===== config.mk =====
export PLATFORM = sky130hd
export DESIGN_NAME = mips_mc_ctrl_flat
export DESIGN_NICKNAME = d
export VERILOG_FILES = /design/src/rtl/mips_mc_pkg.sv /design/src/rtl/mips_mc_ctrl_if.sv /design/src/rtl/mips_mc_outdec.sv /design/src/rtl/mips_mc_ctrl.sv /design/src/flat_wrapper.sv
export SDC_FILE = /design/constraint.sdc
export NUM_CORES = 1
export LEC_CHECK = 0
export CAP_MARGIN = 20
export CORE_AREA = 2 2 46 48
export CTS_CLUSTER_DIAMETER = 200
export CTS_CLUSTER_SIZE = 16
export DETAILED_ROUTE_END_ITERATION = 8
export DIE_AREA = 0 0 48 50
export GPL_ROUTABILITY_DRIVEN = 0
export GPL_TIMING_DRIVEN = 1
export PLACE_DENSITY = 0.67
export RECOVER_POWER = 25
export SLEW_MARGIN = 20
export SYNTH_ARGS = -nofsm -noshare
export SYNTH_HDL_FRONTEND = slang
export SYNTH_SLANG_ARGS = --single-unit

===== constraint.sdc =====
create_clock -name clk -period 2 [get_ports clk]
set_clock_uncertainty 0.15 [all_clocks]
set_input_delay 0.4 -clock clk [delete_from_list [all_inputs] [get_ports clk]]
set_output_delay 0.4 -clock clk [all_outputs]
set_load 0.02 [all_outputs]

===== src/rtl/mips_mc_pkg.sv =====
//============================================================================
// Module : mips_mc_pkg
// Brief  : Shared constants for the multi-cycle MIPS control FSM: state
//          encoding, opcodes, datapath mux encodings, legality helper.
// Rev    : 1.0  initial release
//============================================================================
`default_nettype none

package mips_mc_pkg;

    // FSM state encoding (4-bit, also exported on state_o)
    localparam logic [3:0] S_IDLE   = 4'd0;
    localparam logic [3:0] S_FETCH  = 4'd1;
    localparam logic [3:0] S_DECODE = 4'd2;
    localparam logic [3:0] S_MEMADR = 4'd3;
    localparam logic [3:0] S_MEMRD  = 4'd4;
    localparam logic [3:0] S_MEMWB  = 4'd5;
    localparam logic [3:0] S_MEMWR  = 4'd6;
    localparam logic [3:0] S_REX    = 4'd7;
    localparam logic [3:0] S_RWB    = 4'd8;
    localparam logic [3:0] S_BEQ    = 4'd9;
    localparam logic [3:0] S_ADDIEX = 4'd10;
    localparam logic [3:0] S_ADDIWB = 4'd11;
    localparam logic [3:0] S_JUMP   = 4'd12;

    // Supported opcodes (IR[31:26])
    localparam logic [5:0] OP_RTYPE = 6'h00;
    localparam logic [5:0] OP_LW    = 6'h23;
    localparam logic [5:0] OP_SW    = 6'h2B;
    localparam logic [5:0] OP_BEQ   = 6'h04;
    localparam logic [5:0] OP_ADDI  = 6'h08;
    localparam logic [5:0] OP_J     = 6'h02;

    // ALU B operand select
    localparam logic [1:0] ALUB_REGB   = 2'b00;
    localparam logic [1:0] ALUB_FOUR   = 2'b01;
    localparam logic [1:0] ALUB_IMM    = 2'b10;
    localparam logic [1:0] ALUB_IMMSH2 = 2'b11;

    // ALU operation select
    localparam logic [1:0] ALUOP_ADD   = 2'b00;
    localparam logic [1:0] ALUOP_SUB   = 2'b01;
    localparam logic [1:0] ALUOP_FUNCT = 2'b10;

    // PC source select
    localparam logic [1:0] PCSRC_ALU    = 2'b00;
    localparam logic [1:0] PCSRC_ALUOUT = 2'b01;
    localparam logic [1:0] PCSRC_JUMP   = 2'b10;

    // True for every opcode this controller knows how to sequence
    function automatic logic op_is_legal(input logic [5:0] op);
        return (op == OP_RTYPE) || (op == OP_LW)   || (op == OP_SW) ||
               (op == OP_BEQ)   || (op == OP_ADDI) || (op == OP_J);
    endfunction

endpackage

`default_nettype wire


===== src/rtl/mips_mc_ctrl_if.sv =====
//============================================================================
// Module : mips_mc_ctrl_if
// Brief  : Controller <-> datapath signal bundle. master = controller side,
//          slave = datapath side. Counter signals exist only when
//          MC_CTRL_PERF_EN is defined.
// Rev    : 1.0  initial release
//============================================================================
`default_nettype none

interface mips_mc_ctrl_if #(
    parameter int OP_W = 6
`ifdef MC_CTRL_PERF_EN
   ,parameter int CNT_W = 32
`endif
);
    logic [OP_W-1:0] opcode;
    logic            mem_ready;
    logic            pc_write;
    logic            branch;
    logic            iord;
    logic            mem_read;
    logic            mem_write;
    logic            ir_write;
    logic            reg_dst;
    logic            mem_to_reg;
    logic            reg_write;
    logic            alu_src_a;
    logic [1:0]      alu_src_b;
    logic [1:0]      alu_op;
    logic [1:0]      pc_src;
    logic            illegal_op;
    logic [3:0]      state_o;
`ifdef MC_CTRL_PERF_EN
    logic [CNT_W-1:0] instr_count;
    logic [CNT_W-1:0] cycle_count;
`endif

    modport master (
        input  opcode, mem_ready,
        output pc_write, branch, iord, mem_read, mem_write, ir_write,
               reg_dst, mem_to_reg, reg_write, alu_src_a, alu_src_b,
               alu_op, pc_src, illegal_op, state_o
`ifdef MC_CTRL_PERF_EN
              ,instr_count, cycle_count
`endif
    );

    modport slave (
        output opcode, mem_ready,
        input  pc_write, branch, iord, mem_read, mem_write, ir_write,
               reg_dst, mem_to_reg, reg_write, alu_src_a, alu_src_b,
               alu_op, pc_src, illegal_op, state_o
`ifdef MC_CTRL_PERF_EN
              ,instr_count, cycle_count
`endif
    );

endinterface

`default_nettype wire


===== src/rtl/mips_mc_outdec.sv =====
//============================================================================
// Module : mips_mc_outdec
// Brief  : Combinational state-to-control decode. Only ir_write/pc_write in
//          FETCH (gated by mem_ready) and illegal_op in DECODE look at inputs.
// Rev    : 1.0  initial release
//============================================================================
`default_nettype none

module mips_mc_outdec
    import mips_mc_pkg::*;
(
    input  logic [3:0] state,
    input  logic       mem_ready,
    input  logic       op_legal,
    output logic       pc_write,
    output logic       branch,
    output logic       iord,
    output logic       mem_read,
    output logic       mem_write,
    output logic       ir_write,
    output logic       reg_dst,
    output logic       mem_to_reg,
    output logic       reg_write,
    output logic       alu_src_a,
    output logic [1:0] alu_src_b,
    output logic [1:0] alu_op,
    output logic [1:0] pc_src,
    output logic       illegal_op
);

    // Per-state control word; everything defaults low (IDLE and unused codes)
    always_comb begin
        pc_write   = 1'b0;
        branch     = 1'b0;
        iord       = 1'b0;
        mem_read   = 1'b0;
        mem_write  = 1'b0;
        ir_write   = 1'b0;
        reg_dst    = 1'b0;
        mem_to_reg = 1'b0;
        reg_write  = 1'b0;
        alu_src_a  = 1'b0;
        alu_src_b  = ALUB_REGB;
        alu_op     = ALUOP_ADD;
        pc_src     = PCSRC_ALU;
        illegal_op = 1'b0;
        case (state)
            S_FETCH: begin
                mem_read  = 1'b1;
                alu_src_b = ALUB_FOUR;
                // IR and PC+4 commit only in the cycle the read completes
                ir_write  = mem_ready;
                pc_write  = mem_ready;
            end
            S_DECODE: begin
                alu_src_b  = ALUB_IMMSH2;
                illegal_op = ~op_legal;
            end
            S_MEMADR: begin
                alu_src_a = 1'b1;
                alu_src_b = ALUB_IMM;
            end
            S_MEMRD: begin
                iord     = 1'b1;
                mem_read = 1'b1;
            end
            S_MEMWB: begin
                mem_to_reg = 1'b1;
                reg_write  = 1'b1;
            end
            S_MEMWR: begin
                iord      = 1'b1;
                mem_write = 1'b1;
            end
            S_REX: begin
                alu_src_a = 1'b1;
                alu_op    = ALUOP_FUNCT;
            end
            S_RWB: begin
                reg_dst   = 1'b1;
                reg_write = 1'b1;
            end
            S_BEQ: begin
                alu_src_a = 1'b1;
                alu_op    = ALUOP_SUB;
                branch    = 1'b1;
                pc_src    = PCSRC_ALUOUT;
            end
            S_ADDIEX: begin
                alu_src_a = 1'b1;
                alu_src_b = ALUB_IMM;
            end
            S_ADDIWB: begin
                reg_write = 1'b1;
            end
            S_JUMP: begin
                pc_write = 1'b1;
                pc_src   = PCSRC_JUMP;
            end
            default: ;
        endcase
    end

endmodule

`default_nettype wire


===== src/rtl/mips_mc_ctrl.sv =====
//============================================================================
// Module : mips_mc_ctrl
// Brief  : Multi-cycle MIPS control FSM: state register, next-state logic,
//          and optional performance counters (MC_CTRL_PERF_EN).
// Rev    : 1.0  initial release
//============================================================================
`default_nettype none

module mips_mc_ctrl
    import mips_mc_pkg::*;
#(
    parameter int OP_W = 6
`ifdef MC_CTRL_PERF_EN
   ,parameter int CNT_W = 32
`endif
)(
    input  logic           clk,
    input  logic           rst,
    mips_mc_ctrl_if.master bus
);

    logic [3:0] state_q;
    logic [3:0] state_d;
    logic       op_legal;

    assign op_legal    = op_is_legal(bus.opcode);
    assign bus.state_o = state_q;

    // Next-state: memory states hold until mem_ready, DECODE dispatches on opcode
    always_comb begin
        state_d = state_q;
        case (state_q)
            S_IDLE:   state_d = S_FETCH;
            S_FETCH:  if (bus.mem_ready) state_d = S_DECODE;
            S_DECODE: begin
                case (bus.opcode)
                    OP_RTYPE:     state_d = S_REX;
                    OP_LW, OP_SW: state_d = S_MEMADR;
                    OP_BEQ:       state_d = S_BEQ;
                    OP_ADDI:      state_d = S_ADDIEX;
                    OP_J:         state_d = S_JUMP;
                    default:      state_d = S_FETCH;
                endcase
            end
            S_MEMADR: state_d = (bus.opcode == OP_SW) ? S_MEMWR : S_MEMRD;
            S_MEMRD:  if (bus.mem_ready) state_d = S_MEMWB;
            S_MEMWR:  if (bus.mem_ready) state_d = S_FETCH;
            S_REX:    state_d = S_RWB;
            S_ADDIEX: state_d = S_ADDIWB;
            S_MEMWB, S_RWB, S_BEQ, S_ADDIWB, S_JUMP: state_d = S_FETCH;
            default:  state_d = S_IDLE;
        endcase
    end

    // State register; async reset forces IDLE so all enables drop at once
    always_ff @(posedge clk or negedge rst) begin
        if (!rst) state_q <= S_IDLE;
        else      state_q <= state_d;
    end

    mips_mc_outdec u_outdec (
        .state      (state_q),
        .mem_ready  (bus.mem_ready),
        .op_legal   (op_legal),
        .pc_write   (bus.pc_write),
        .branch     (bus.branch),
        .iord       (bus.iord),
        .mem_read   (bus.mem_read),
        .mem_write  (bus.mem_write),
        .ir_write   (bus.ir_write),
        .reg_dst    (bus.reg_dst),
        .mem_to_reg (bus.mem_to_reg),
        .reg_write  (bus.reg_write),
        .alu_src_a  (bus.alu_src_a),
        .alu_src_b  (bus.alu_src_b),
        .alu_op     (bus.alu_op),
        .pc_src     (bus.pc_src),
        .illegal_op (bus.illegal_op)
    );

`ifdef MC_CTRL_PERF_EN
    logic [CNT_W-1:0] instr_count_q;
    logic [CNT_W-1:0] instr_count_d;
    logic [CNT_W-1:0] cycle_count_q;
    logic [CNT_W-1:0] cycle_count_d;
    logic             retire;

    // An instruction retires when a final state hands back to FETCH
    always_comb begin
        case (state_q)
            S_MEMWB, S_RWB, S_BEQ, S_ADDIWB, S_JUMP: retire = 1'b1;
            S_MEMWR: retire = bus.mem_ready;
            default: retire = 1'b0;
        endcase
        instr_count_d = retire ? instr_count_q + CNT_W'(1) : instr_count_q;
        cycle_count_d = (state_q != S_IDLE) ? cycle_count_q + CNT_W'(1) : cycle_count_q;
    end

    // Free-running counters, wrap naturally at 2^CNT_W
    always_ff @(posedge clk or negedge rst) begin
        if (!rst) begin
            instr_count_q <= '0;
            cycle_count_q <= '0;
        end else begin
            instr_count_q <= instr_count_d;
            cycle_count_q <= cycle_count_d;
        end
    end

    assign bus.instr_count = instr_count_q;
    assign bus.cycle_count = cycle_count_q;
`endif

endmodule

`default_nettype wire


===== src/flat_wrapper.sv =====
// flat-port wrapper written by rule: the top's interface ports become plain ports
module mips_mc_ctrl_flat import mips_mc_pkg::*;
#(
    parameter int OP_W = 6

)
  (clk, rst, bus_opcode, bus_mem_ready, bus_pc_write, bus_branch, bus_iord, bus_mem_read, bus_mem_write, bus_ir_write, bus_reg_dst, bus_mem_to_reg, bus_reg_write, bus_alu_src_a, bus_alu_src_b, bus_alu_op, bus_pc_src, bus_illegal_op, bus_state_o);
  mips_mc_ctrl_if #(.OP_W(OP_W)) bus_i ();
  input  logic clk;
  input  logic rst;
  input wire logic [$bits(bus_i.opcode)-1:0] bus_opcode;
  input wire logic [$bits(bus_i.mem_ready)-1:0] bus_mem_ready;
  output wire logic [$bits(bus_i.pc_write)-1:0] bus_pc_write;
  output wire logic [$bits(bus_i.branch)-1:0] bus_branch;
  output wire logic [$bits(bus_i.iord)-1:0] bus_iord;
  output wire logic [$bits(bus_i.mem_read)-1:0] bus_mem_read;
  output wire logic [$bits(bus_i.mem_write)-1:0] bus_mem_write;
  output wire logic [$bits(bus_i.ir_write)-1:0] bus_ir_write;
  output wire logic [$bits(bus_i.reg_dst)-1:0] bus_reg_dst;
  output wire logic [$bits(bus_i.mem_to_reg)-1:0] bus_mem_to_reg;
  output wire logic [$bits(bus_i.reg_write)-1:0] bus_reg_write;
  output wire logic [$bits(bus_i.alu_src_a)-1:0] bus_alu_src_a;
  output wire logic [$bits(bus_i.alu_src_b)-1:0] bus_alu_src_b;
  output wire logic [$bits(bus_i.alu_op)-1:0] bus_alu_op;
  output wire logic [$bits(bus_i.pc_src)-1:0] bus_pc_src;
  output wire logic [$bits(bus_i.illegal_op)-1:0] bus_illegal_op;
  output wire logic [$bits(bus_i.state_o)-1:0] bus_state_o;
  assign bus_i.opcode = bus_opcode;
  assign bus_i.mem_ready = bus_mem_ready;
  assign bus_pc_write = bus_i.pc_write;
  assign bus_branch = bus_i.branch;
  assign bus_iord = bus_i.iord;
  assign bus_mem_read = bus_i.mem_read;
  assign bus_mem_write = bus_i.mem_write;
  assign bus_ir_write = bus_i.ir_write;
  assign bus_reg_dst = bus_i.reg_dst;
  assign bus_mem_to_reg = bus_i.mem_to_reg;
  assign bus_reg_write = bus_i.reg_write;
  assign bus_alu_src_a = bus_i.alu_src_a;
  assign bus_alu_src_b = bus_i.alu_src_b;
  assign bus_alu_op = bus_i.alu_op;
  assign bus_pc_src = bus_i.pc_src;
  assign bus_illegal_op = bus_i.illegal_op;
  assign bus_state_o = bus_i.state_o;
  mips_mc_ctrl #(.OP_W(OP_W)) u_core (.clk(clk), .rst(rst), .bus(bus_i));
endmodule

==> results of run 1 <==
[metal layers]
metal	global-route usage (%)	up-vias
met5	0	-
met4	4.05	0
met3	1.10	0
met2	31.3	14
met1	21.3	365
li1	-	393
[final cells by class]
type	instances	area, um2
inverter	2	7.51
multi-input combinational	65	485
timing repair buffer	57	444
sequential	4	103
fill	187	806
tap	27	33.8
clock buffer	3	22.5
[cell families (layout without fill, tap and decap cells)]
family | Yosys count | after routing
AO/OA/AOI/OAI | 21 | 21
buffers and inverters | 9 | 62
AND/OR/NAND/NOR | 38 | 38
flip-flops | 4 | 4
multiplexers | 2 | 2
adder cells (fa/ha/maj) | 1 | 1
XOR/XNOR | 3 | 3
[per-stage QoR]
stage | instances | setup slack (ns) | cell area, um2 | utilization (%) | hold WS [ns]
floorplan | 78 | -0.109 | 569 | - | -0.0456
global placement | 155 | -0.782 | 1070 | 56.2 | 0.456
detailed placement | 155 | -0.839 | 1070 | 56.2 | 0.459
CTS | 158 | -0.148 | 1080 | 56.6 | 0.211
global route | 158 | -0.0994 | 1100 | 57.6 | 0.286
finish | 158 | -0.0508 | 1100 | 57.6 | 0.288
[cells in the mapped netlist (2+ instances only)]
library cell,count,area [um2]
sky130_fd_sc_hd__a21oi_1,7,35.0
sky130_fd_sc_hd__dfrtp_1,4,100
sky130_fd_sc_hd__a21boi_0,2,15.0
sky130_fd_sc_hd__xnor2_1,2,17.5
sky130_fd_sc_hd__nand2_1,7,26.3
sky130_fd_sc_hd__buf_1,2,7.51
sky130_fd_sc_hd__buf_4,2,15.0
sky130_fd_sc_hd__nor3_1,4,20.0
sky130_fd_sc_hd__clkbuf_1,2,7.51
sky130_fd_sc_hd__nor2_1,10,37.5
sky130_fd_sc_hd__inv_1,2,7.51
sky130_fd_sc_hd__nand2b_1,5,31.3
sky130_fd_sc_hd__nor4_1,2,12.5
sky130_fd_sc_hd__nand3_1,2,10.0
[power groups by stage]
| stage | Sequential, mW | Clock [mW] | Combinational, mW |
|---|---|---|---|
| 2_1_floorplan | 0.174 | 0 | 0.468 |
| 3_3_place_gp | 0.142 | 0 | 0.959 |
| 3_5_place_dp | 0.143 | 0 | 0.967 |
| 4_1_cts | 0.144 | 0.102 | 0.914 |
| 5_1_grt | 0.167 | 0.107 | 1.02 |
| 6_report | 0.160 | 0.0949 | 0.940 |
[critical path, delay by kind of cell]
family | cells | cell delay [ns]
fa+ha+maj | 1 | 0.30
simple gates | 2 | 0.38
buf+inv | 2 | 0.26
compound gates | 1 | 0.15
[worst min-delay path by stage]
stage | end | start | cells after the start | slack (ns)
floorplan | u_core.bus.state_o[0]$_DFFE_PN0P_ | rst | 0 | -0.05
global placement | u_core.bus.state_o[0]$_DFFE_PN0P_ | rst | 1 | 0.46
detailed placement | u_core.bus.state_o[0]$_DFFE_PN0P_ | rst | 1 | 0.46
CTS | u_core.bus.state_o[0]$_DFFE_PN0P_ | rst | 1 | 0.21
global route | u_core.bus.state_o[2]$_DFFE_PN0P_ | rst | 1 | 0.29
finish | u_core.bus.state_o[0]$_DFFE_PN0P_ | rst | 1 | 0.29
[what timing repair did]
item / CTS / global route
gates resized for setup: 61 / 36
pin swaps: 5 / 5
setup endpoints to repair: 20 / 16
==> summary.md, run 1 <==
• run status: finished with violations
• violated checks: negative setup slack
• DRT met1 WL: 854 um
• share of the clock period used by the worst path after layout: 103%
• capturing point of the worst reg2reg path: u_core.bus.state_o[1]$_DFFE_PN0P_
• routed length per instance: 12.4 um
• Iter 0 DRT Violations: 8
• count of input and output buffers: 29
• number of enable-type register cells in the synthesized netlist: 0
• sequential area share after synthesis: 18.1%
• most used cells in the layout excluding fill and tap cells: sky130_fd_sc_hd__buf_4, sky130_fd_sc_hd__nor2_1, sky130_fd_sc_hd__buf_2, sky130_fd_sc_hd__a21oi_1, sky130_fd_sc_hd__dlymetal6s2s_1
• power density over the cells: 1090 mW/mm2
• wire length on met3: 53 um
• min-delay worst type: primary input to asynchronous set/reset pin
• summed negative setup slack over all endpoints: -0.0508 ns
• total leakage power: 0.568 nW
• proportion of register bits with asynchronous set or reset after synthesis: 100%
• share of cells above drive strength 1: 52.7%
• worst slew margin relative to its limit: 75.4%
• share of power burned in registers: 13.4%
• WP data arrival: 1.50 ns
• Slew Viols, Final: 0
• unrepaired setup endpoints after global routing: true
• Sw Share: 47.5%
• most instantiated flip-flop cell in the synthesis netlist: sky130_fd_sc_hd__dfrtp_1
• setup slack after layout: -0.0508 ns
• slowest library cell on the worst path: sky130_fd_sc_hd__or3_4
• basic-gate share of the synthesized area counting and, or, nand and nor cells: 37.4%
• CP Capture Point: bus_illegal_op
• delay of the slowest critical-path stage: 0.33 ns
• TritonCTS buffer count: 3
• top layer reached by signal wires: met3
• CTS Buffer Depth: 2
• half-perimeter wire length of the detailed placement result: 1.56 mm
• Max H-tree Level: 1
• Clock Power Share: 7.9%
• global-route wire length before repair: 3.08 mm
• NetSw: 0.568 mW
• CTS hold repair buffers: 0
• leading cell type in the layout, fill and taps excluded: sky130_fd_sc_hd__buf_4
• number of max-capacitance violations reported: 0
• First-pass DRT Iterations: 4
• Fmax: 488 MHz
• top-level I/O count: 30
• largest family of logic cells by synthesized area: simple AND/OR/NAND/NOR gates
• total number of nets in the final design: 142
• Post-Synth Adder-Cell Area: 1.81%
• net count after synthesis: 87
• worst-margin pin slew: 0.366 ns
• Clock Sink Count: 4
• die height: 50 um
• antenna violation net count after detailed routing: 0
• overall routing resource usage: 17.4%
• area growth from synthesis to layout: 98.6%
• vias post-DR: 772
• die outline width: 48 um
• source-to-sink clock delay at the later pin of the worst-skew pair: 0.23 ns
• Ant. Diodes: 0
• number of flip-flops in the largest register: 4
• Int Pwr: 0.628 mW
• number of warnings issued by yosys: 0
• source of the critical timing path: bus_opcode[3]
• gate count of the mapped netlist: 78
• Max rail drop VDD: 837 uV
• Hold Vio Cnt, Final: 0
• total wire length: 1.96 mm
• maximum fanout along the worst path: 2
• startpoint class of the critical path: primary input
• CP Cell Sequence: buf_2 > maj3_2 > or3_4 > a21oi_2 > nor4_2 > buf_4
• final setup fails: 1
• logic gate share of total power: 78.7%
• starting density of the core: 29.0%
• total congestion overflow: 0
• reg-to-reg startpoint: u_core.bus.state_o[1]$_DFFE_PN0P_
• clock tree from TritonCTS: built
• CTS clock-pin slew for the worst setup and hold paths: 0.03 ns
• compound-cell area share of the yosys netlist: 26.3%
• final critical delay including setup and external delays: 2.05 ns
• library cells used by synthesis: 39
• ratio of routed vias to standard cells: 4.89
• mux contribution to synthesized area: 3.85%
• crit path capture type: output port
• setup slack of the most critical reg-to-reg path: 0.09 ns
• data required time of the worst path: 1.45 ns
• Total Power: 1.20 mW
• Worst Setup Path Type: primary input to output port
• clock tree root driver cell: sky130_fd_sc_hd__clkbuf_4
• number of rows created at floorplan: 16
• antenna violations before repair: 0
• xor-xnor portion of the synthesized cell area: 4.76%
• vias in the first global route: 768
• post-synth design cell area: 552 um2
• Register-to-Register Path Depth: 5
• area enclosed by the die boundary: 0.00240 mm2
• DRC violation count after routing: 0
• flip-flop and latch count after synthesis: 4
• area inside the core boundary: 0.00190 mm2
• met2 WL post-DR: 1.05 mm
• pin count of the biggest net entering global routing: 14
• synthesized area divided by synthesized cell count: 7.07 um2
• Post-CTS Setup Bufs: 0
No activity file was read; power rests on OpenSTA's default activity.
==> run 2: changes to the inputs <==
--- a/config.mk
+++ b/config.mk
@@ -15,6 +15,4 @@
 export GPL_TIMING_DRIVEN = 1
 export PLACE_DENSITY = 0.67
-export RECOVER_POWER = 25
-export SLEW_MARGIN = 20
 export SYNTH_ARGS = -nofsm -noshare
 export SYNTH_HDL_FRONTEND = slang
==> constraint.sdc (replaced) <==
create_clock -name clk -period 2 [get_ports clk]
set_clock_uncertainty 0.15 [all_clocks]
set_input_delay 0.4 -clock clk [delete_from_list [all_inputs] [get_ports clk]]
set_output_delay 0.4 -clock clk [all_outputs]
set_load 0.05 [all_outputs]
==> run 2 against run 1 <==
- the run still ends with negative setup slack left
- register-to-register slack about the same
- total power rose by 68%
- first-iteration DRC count grew to 2.5 times the previous value
- global-route usage grew 2.4 points
- cell count stayed put
- largest power group unchanged
==> summary.md, run 2 (same netlist as run 1, synthesis figures left out) <==
• run status: finished with violations, unchanged
• violated checks: negative setup slack, unchanged
• pin count of the biggest net entering global routing: 11, was 14
• total wire length: 2.17 mm, was 1.96 mm
• worst-margin pin slew: 0.387 ns, was 0.366 ns
• Max rail drop VDD: 1100 uV, was 837 uV
• Max H-tree Level: 1, unchanged
• global-route wire length before repair: 3.44 mm, was 3.08 mm
• unrepaired setup endpoints after global routing: true, unchanged
• total congestion overflow: 0, unchanged
• area inside the core boundary: 0.00190 mm2, unchanged
• clock tree root driver cell: sky130_fd_sc_hd__clkbuf_4, unchanged
• area growth from synthesis to layout: 161%, was 98.6%
• Worst Setup Path Type: primary input to output port, unchanged
• WHS: 0.209 ns, was 0.288 ns
• CTS hold repair buffers: 0, unchanged
• die outline width: 48 um, unchanged
• power density over the cells: 1400 mW/mm2, was 1090 mW/mm2
• source of the critical timing path: bus_opcode[3], unchanged
• setup slack after layout: -0.0731 ns, was -0.0508 ns
• worst slew margin relative to its limit: 74.0%, was 75.4%
• antenna violation net count after detailed routing: 0, unchanged
• overall routing resource usage: 19.8%, was 17.4%
• vias post-DR: 793, was 772
• delay of the slowest critical-path stage: 0.35 ns, was 0.33 ns
• final critical delay including setup and external delays: 2.07 ns, was 2.05 ns
• min-delay worst type: primary input to asynchronous set/reset pin, unchanged
• final setup fails: 1, unchanged
• total leakage power: 0.591 nW, was 0.568 nW
• ratio of routed vias to standard cells: 5.02, was 4.89
• total number of nets in the final design: 142, unchanged
• Ant. Diodes: 0, unchanged
• antenna violations before repair: 0, unchanged
• share of cells above drive strength 1: 67.2%, was 52.7%
• setup slack of the most critical reg-to-reg path: 0.09 ns, about the same
• area enclosed by the die boundary: 0.00240 mm2, unchanged
• vias in the first global route: 789, was 768
• die height: 50 um, unchanged
• data required time of the worst path: 1.45 ns, about the same
• count of input and output buffers: 29, unchanged
• most used cells in the layout excluding fill and tap cells: sky130_fd_sc_hd__buf_4, sky130_fd_sc_hd__buf_12, sky130_fd_sc_hd__buf_6, sky130_fd_sc_hd__a21oi_1, sky130_fd_sc_hd__nand2_1, was sky130_fd_sc_hd__buf_4, sky130_fd_sc_hd__nor2_1, sky130_fd_sc_hd__buf_2, sky130_fd_sc_hd__a21oi_1, sky130_fd_sc_hd__dlymetal6s2s_1
• number of flip-flops in the largest register: 4, unchanged
• kind of cell adding the most delay to the critical path: simple AND/OR/NAND/NOR gates, unchanged
• top-level I/O count: 30, unchanged
• crit path capture type: output port, unchanged
• half-perimeter wire length of the detailed placement result: 1.71 mm, was 1.56 mm
• maximum fanout along the worst path: 2, unchanged
• startpoint class of the critical path: primary input, unchanged
• Buf+Inv Stages, Crit Path: 2, unchanged
• CTS clock-pin slew for the worst setup and hold paths: 0.04 ns, was 0.03 ns
• Slew Viols, Final: 0, unchanged
• starting density of the core: 29.0%, unchanged
• Register-to-Register Path Depth: 5, unchanged
• share of the clock period used by the worst path after layout: 104%, was 103%
• reg-to-reg startpoint: u_core.bus.state_o[0]$_DFFE_PN0P_, was u_core.bus.state_o[1]$_DFFE_PN0P_
• number of rows created at floorplan: 16, unchanged
• Iter 0 DRT Violations: 20, was 8
• leading cell type in the layout, fill and taps excluded: sky130_fd_sc_hd__buf_4, unchanged
• clock tree from TritonCTS: built, unchanged
• First-pass DRT Iterations: 4, unchanged
• CTS Buffer Depth: 2, unchanged
• Fmax: 482 MHz, was 488 MHz
• most used cell, CP: sky130_fd_sc_hd__buf_6
• fillers: 129, was 187
• TritonCTS buffer count: 3, unchanged
• routed length per instance: 13.8 um, was 12.4 um
• slowest library cell on the worst path: sky130_fd_sc_hd__or3_1, was sky130_fd_sc_hd__or3_4
• DRC violation count after routing: 0, unchanged
• capturing point of the worst reg2reg path: u_core.bus.state_o[1]$_DFFE_PN0P_, unchanged
• WP data arrival: 1.52 ns, was 1.50 ns
• number of max-capacitance violations reported: 0, unchanged
• source-to-sink clock delay at the later pin of the worst-skew pair: 0.23 ns, about the same
• Hold Vio Cnt, Final: 0, unchanged
• Clock Sink Count: 4, unchanged
• CP Cell Sequence: buf_6 > maj3_2 > or3_1 > a21oi_2 > nor4_4 > buf_6, was buf_2 > maj3_2 > or3_4 > a21oi_2 > nor4_2 > buf_4
• summed negative setup slack over all endpoints: -0.0731 ns, was -0.0508 ns
run 2: where the power goes:
group | leakage (nW) | internal (mW) | switching [mW]
Sequential | 0.0459 | 0.114 | 0.0496
Clock | 0.0138 | 0.0670 | 0.0318
Combinational | 0.531 | 0.816 | 0.936
Total | 0.591 | 0.997 | 1.02
run 2: area by class of cell:
cell class / instances / area, um2 / area share, %
inverter: 2 / 7.51 / 0.522
sequential: 4 / 105 / 7.31
multi-input combinational: 65 / 557 / 38.7
clock buffer: 3 / 22.5 / 1.57
timing repair buffer: 57 / 712 / 49.5
tap: 27 / 33.8 / 2.35
run 2: stage by stage:
| stage | power [mW] | util [%] | cell area [um2] | cells | worst slack [ns] |
|---|---|---|---|---|---|
| final | 2.01 | 75.6 | 1440 | 158 | -0.0731 |
| after global routing | 2.12 | 75.6 | 1440 | 158 | -0.107 |
| after CTS | 1.95 | 72.6 | 1380 | 152 | -0.136 |
| after detailed placement | 1.80 | 68.8 | 1310 | 146 | -0.469 |
| after global placement | 1.78 | 68.8 | 1310 | 146 | -0.449 |
| after floorplan | 1.09 | - | 703 | 78 | -0.206 |
run 2: layer usage:
layer	vias up	GRT usage [%]	wire length [um]
li1	392	-	-
met1	379	24.8	870
met2	18	33.8	1230
met3	4	1.83	42
met4	0	6.76	35
met5	-	0	0
run 2: worst max-delay path by stage:
stage	to	slack (ns)	cells past startpoint
2_1_floorplan	bus_pc_write	-0.21	4
3_3_place_gp	bus_illegal_op	-0.45	6
3_5_place_dp	bus_illegal_op	-0.47	6
4_1_cts	bus_illegal_op	-0.14	6
5_1_grt	bus_illegal_op	-0.11	6
6_report	bus_illegal_op	-0.07	6
run 2: repair_timing:
item	CTS	global route
resized for setup	25	4
setup buffers	3	6
endpoints found under the setup margin	10	11
hold endpoints to repair	0	0
pin swaps	5	5
